===== src/rtl/fetch_buffer.sv =====
// Instruction fetch buffer: issues credit-limited fetches and queues {pc, instr} pairs in order.
// Optional macro FETCH_BUFFER_BYPASS_EN lets a response reach InstrF in its arrival cycle when the FIFO is empty.
module fetch_buffer #(
  parameter int          DEPTH    = 4,
  parameter logic [31:0] RESET_PC = 32'h0000_0000
) (
  input  logic        clk,
  input  logic        reset,
  output logic        imem_req_valid,
  input  logic        imem_req_ready,
  output logic [31:0] imem_addr,
  input  logic        imem_rsp_valid,
  input  logic [31:0] imem_rdata,
  input  logic        redirect,
  input  logic [31:0] redirect_pc,
  input  logic        StallF,
  output logic [31:0] InstrF,
  output logic [31:0] PCF,
  output logic        instr_valid
);

  localparam int AW = $clog2(DEPTH);
  localparam int CW = AW + 1;

  logic [31:0]   r_fetch_pc;
  logic [31:0]   r_rsp_pc;
  logic [31:0]   r_last_pc;
  logic [CW-1:0] r_count;
  logic [CW-1:0] r_outstanding;
  logic [CW-1:0] r_drop_cnt;
  logic [AW-1:0] r_rd_ptr;
  logic [AW-1:0] r_wr_ptr;
  logic [31:0]   r_pc_mem    [DEPTH];
  logic [31:0]   r_instr_mem [DEPTH];

  logic [CW:0]   w_inflight;
  logic          w_req_fire;
  logic          w_rsp_keep;
  logic          w_drop;
  logic          w_fifo_nempty;
  logic          w_fifo_pop;
  logic          w_head_pop;
  logic          w_push;
  logic          w_bypass;
  logic [CW-1:0] w_outst_next;

  // Credit: entries held plus requests in flight never exceed DEPTH, so a push always finds room.
  assign w_inflight     = {1'b0, r_count} + {1'b0, r_outstanding};
  assign imem_req_valid = !reset && !redirect && (w_inflight < (CW+1)'(DEPTH));
  assign imem_addr      = r_fetch_pc;
  assign w_req_fire     = imem_req_valid && imem_req_ready;

  assign w_rsp_keep    = imem_rsp_valid && !redirect && (r_drop_cnt == '0);
  assign w_drop        = imem_rsp_valid && !redirect && (r_drop_cnt != '0);
  assign w_fifo_nempty = (r_count != '0);
  assign w_fifo_pop    = w_fifo_nempty && !StallF && !redirect;
  assign w_outst_next  = r_outstanding + CW'(w_req_fire) - CW'(imem_rsp_valid);

`ifdef FETCH_BUFFER_BYPASS_EN
  assign w_bypass = w_rsp_keep && !w_fifo_nempty;
  assign w_push   = w_rsp_keep && (w_fifo_nempty || StallF);
`else
  assign w_bypass = 1'b0;
  assign w_push   = w_rsp_keep;
`endif

  assign instr_valid = !reset && (w_fifo_nempty || w_bypass);
  assign w_head_pop  = instr_valid && !StallF && !redirect;

  always_comb begin
    InstrF = 32'h0;
    PCF    = r_last_pc;
    if (reset) begin
      PCF = RESET_PC;
    end else if (w_fifo_nempty) begin
      InstrF = r_instr_mem[r_rd_ptr];
      PCF    = r_pc_mem[r_rd_ptr];
    end else if (w_bypass) begin
      InstrF = imem_rdata;
      PCF    = r_rsp_pc;
    end
  end

  always_ff @(posedge clk) begin
    if (reset) begin
      r_fetch_pc    <= RESET_PC;
      r_rsp_pc      <= RESET_PC;
      r_last_pc     <= RESET_PC;
      r_count       <= '0;
      r_outstanding <= '0;
      r_drop_cnt    <= '0;
      r_rd_ptr      <= '0;
      r_wr_ptr      <= '0;
    end else begin
      r_outstanding <= w_outst_next;
      if (redirect) begin
        // The response landing this cycle is already gone, so only the remainder is dropped.
        r_fetch_pc <= redirect_pc;
        r_rsp_pc   <= redirect_pc;
        r_drop_cnt <= w_outst_next;
        r_count    <= '0;
        r_rd_ptr   <= '0;
        r_wr_ptr   <= '0;
      end else begin
        if (w_req_fire) r_fetch_pc <= r_fetch_pc + 32'd4;
        if (w_drop)     r_drop_cnt <= r_drop_cnt - CW'(1);
        if (w_rsp_keep) r_rsp_pc   <= r_rsp_pc + 32'd4;
        if (w_push)     r_wr_ptr   <= r_wr_ptr + AW'(1);
        if (w_fifo_pop) r_rd_ptr   <= r_rd_ptr + AW'(1);
        if (w_head_pop) r_last_pc  <= PCF;
        r_count <= r_count + CW'(w_push) - CW'(w_fifo_pop);
      end
    end
  end

  always_ff @(posedge clk) begin
    if (w_push && !reset) begin
      r_pc_mem[r_wr_ptr]    <= r_rsp_pc;
      r_instr_mem[r_wr_ptr] <= imem_rdata;
    end
  end

  a_no_push_when_full: assert property (@(posedge clk) disable iff (reset)
    !(w_push && (r_count == CW'(DEPTH))));

endmodule

===== config.mk =====
export PLATFORM = sky130hd
export DESIGN_NAME = fetch_buffer
export DESIGN_NICKNAME = d
export VERILOG_FILES = /design/src/rtl/fetch_buffer.sv
export SDC_FILE = /design/constraint.sdc
export NUM_CORES = 1
export LEC_CHECK = 0
export ABC_AREA = 1
export CORE_UTILIZATION = 57
export DETAILED_ROUTE_END_ITERATION = 12
export PLACE_DENSITY = 0.8
export REMOVE_ABC_BUFFERS = 1
export SLEW_MARGIN = 20
export SYNTH_ARGS = -nofsm -noshare
export SYNTH_HDL_FRONTEND = slang
export SYNTH_SLANG_ARGS = --single-unit

===== constraint.sdc =====
create_clock -name clk -period 5.85 [get_ports clk]
set_input_delay 1.755 -clock clk [delete_from_list [all_inputs] [get_ports clk]]
set_output_delay 1.755 -clock clk [all_outputs]
set_load 0.02 [all_outputs]

==> results of run 1 <==
## worst register-to-register path, delay by kind of cell (launching register included)
| kind | cells | cell delay [ns] |
|---|---|---|
| flip-flops | 1 | 0.41 |
| adder cells (fa/ha/maj) | 4 | 1.14 |
| AO/OA/AOI/OAI | 1 | 0.16 |
| AND/OR/NAND/NOR | 6 | 0.64 |
| XOR/XNOR | 2 | 0.32 |
| buffers and inverters | 3 | 0.17 |
## synth_stat cells, drive strengths merged
master   number
a21oi        92
or2           1
nor2        316
o21a          2
o2111ai      11
xor2          6
a211oi        1
o221ai       21
o22ai         2
inv         168
o21bai        4
o21ai       215
a31oi         9
nor3          8
clkinv        2
buf          49
xnor2         5
nand3        97
nand2       306
nand4        14
nand3b        1
edfxtp      256
o211ai       23
fa            2
o31ai         1
dfxtp       111
clkbuf       40
ha           14
## power by group
part	internal (W)	total, W	switching [W]	leakage [nW]
clock network	0.00140	0.00237	0.000972	0.618
registers	0.00285	0.00293	0.0000748	3.24
logic	0.000199	0.000509	0.000310	3.61
## metrics by stage
stage                     cells   util  area [sq um]  total power (W)  hold WS [ns]
final                      2323  0.701         19700          0.00580         0.459
after global routing       2323  0.701         19700          0.00600         0.502
after CTS                  2323  0.701         19700          0.00583         0.456
after detailed placement   2253  0.656         18500          0.00348         0.447
after global placement     2253  0.656         18500          0.00347         0.443
after floorplan            1688      -         16100          0.00324         0.436
## layer usage
metal  global-route usage  part of all wire
met1                0.367              0.43
met2                0.456              0.47
met3               0.0343             0.074
met4               0.0916             0.020
met5                    0                 0
## registers in the layout (all words and copies together), names as in the netlist, named ones only
signal	cells
r_rsp_pc	32
imem_addr	32
r_outstanding	3
r_last_pc	32
r_instr_mem	128
r_pc_mem	128
r_drop_cnt	3
r_rd_ptr	2
r_wr_ptr	2
r_count	3
## cell families after synthesis
kind of cell	count (synthesis)	share of synthesized area
DFF	367	0.600
AOI/OAI and AO/OA	381	0.129
and+or+nand+nor	743	0.187
adders and majority gates	16	0.0130
xor gates and xnor gates	11	0.00583
buffers and inverters	259	0.0656
## path summary, 6_finish.rpt
kind	depth (start not counted)	end	slack [ns]
max	8	PCF[13]	0.76
min	2	imem_addr[0]	0.46
max reg2reg	16	r_drop_cnt[2]	2.98
min reg2reg	2	imem_addr[0]	0.46
## cell type report
class,instances,area [sq um]
well taps,378,473
flip-flops and latches,367,9910
fillers,2038,8430
repair buffers,187,1890
inverters,170,638
clock inverters,18,166
clock buffers,52,1080
multi-input cells,1151,5570
==> impl_metrics.csv, run 1 <==
group,metric,value,unit
outcome,status,"complete, no violations",
place,dpl.hpwl,24800,um
floorplanning,core-area,28200,sq um
global_route,grt_use_total,0.272,
clocking,postCtsSetupBuffers,0,
sta,tns,0,ns
clocking,clkTransAtPathRegs,0.06,ns
floorplanning,die_w,172,um
hold_path,hold_class,"register to register",
yosys,netlist-cell-type-count,42,
place,gp_congestion,0.972,
clocking,clock_latency,0.53,ns
yosys,synth_top_area_frac,0.465,
worst_setup_path,critPathKind,"input pin to output pin",
yosys,synth.cell_area,16500,sq um
sta,fin_ws,0.761,ns
cells_and_area,final_common_cell,"nor2_1",
clocking,cts.sink_count,367,
global_route,grt_max_degree,109,
sta,slew_violations,0,
yosys,syn_inst,1777,
power_and_ir_drop,p_per_area,294,nW/um^2
yosys,yosysWarnings,0,
worst_setup_path,crit_chain,"buf_2, inv_2, buf_12, o21ai_0, inv_1, nand2_1, inv_1, clkdlybuf4s50_1",
worst_setup_path,crit_start,"reset",
floorplanning,start_util,0.587,
clocking,root_buffer,"clkbuf_16",
global_route,grt_first_pass_wirelength,62800,um
sta,rsz0062_at_grt,"false",
worst_setup_path,slowest_delay,0.60,ns
worst_setup_path,cpMaxStageDelayCell,"clkdlybuf4s50_1",
worst_setup_path,critical_path.max_fanout,70,
sta,setup-violations-final,0,
cells_and_area,syn2layout_area_growth,19.4,%
floorplanning,fp-row-count,61,
sta,fin_crit_sh,0.870,
global_route,grt_pass1_vias,12500,
worst_setup_path,cp_data_required_time,4.09,ns
worst_setup_path,r2r-start,"r_outstanding[1]",
drt,ant_nets,0,
flow_run,max_cap_violations,0,
worst_setup_path,arrival,3.33,ns
cells_and_area,diodes,0,
worst_setup_path,path_delay_family,"buffers and inverters",
worst_setup_path,critPathMostFrequentCell,"inv_1",
clocking,cts_hold_buf,0,
sta,fin_skew,0.0195,ns
drt,via_per_inst,5.66,
place,portBuffers,167,
sta,hold_viol,0,
yosys,synth.area.top_cells,"edfxtp_1 (47%), dfxtp_1 (13%), nor2_1 (6.9%)",
drt,drt_wl_total,39700,um
floorplanning,dieArea,29700,sq um
hold_path,min_from,"imem_addr[0]",
floorplanning,ios,168,
worst_setup_path,cp-end-kind,"output pin",
clocking,cts_inserted_buffers,38,
clocking,htree_levels,2,
sta,fin_crit,5.09,ns
global_route,grt_overflow,0,
drt,vias,13100,
yosys,yosysSeqAreaShare,0.600,
yosys,syn_area_per_cell,9.30,sq um
drt,wire_per_inst,17.1,um
yosys,synth-seq-cells,367,
cells_and_area,drive_above_1_share,0.0648,
worst_setup_path,start_kind,"input pin",
cells_and_area,final_nets,2001,
clocking,cts_tree,"yes",
drt,first_iter_violations,1351,
cells_and_area,final_cell_mix,"nor2_1 (301), nand2_1 (294), edfxtp_1 (256), o21ai_0 (202), clkdlybuf4s50_1 (165)",
place,pre_cts_ws,0.809,ns
power_and_ir_drop,leakagePower,7.47,nW
floorplanning,die_h,172,um
sta,slew_headroom,0.263,
global_route,antenna_found_initial,0,
power_and_ir_drop,ir_worst_vdd,0.195,mV
clocking,clockBufferDepth,3,
sta,fmax,196,MHz
drt,drt_pass1_iterations,6,
sta,worstMarginPinSlew,1.10,ns
drt,drc,0,
yosys,synth_top_cell_by_area,"edfxtp_1",
worst_setup_path,critPathBufInv,6,
clocking,post_cts_resized,0,
No activity file was read; power rests on OpenSTA's default activity.
==> inputs of run 2 (changes only) <==
Settings changed: CAP_MARGIN set to 5.
==> results of run 2 <==
Final layout, timing and power as in run 1 (identical DEF).
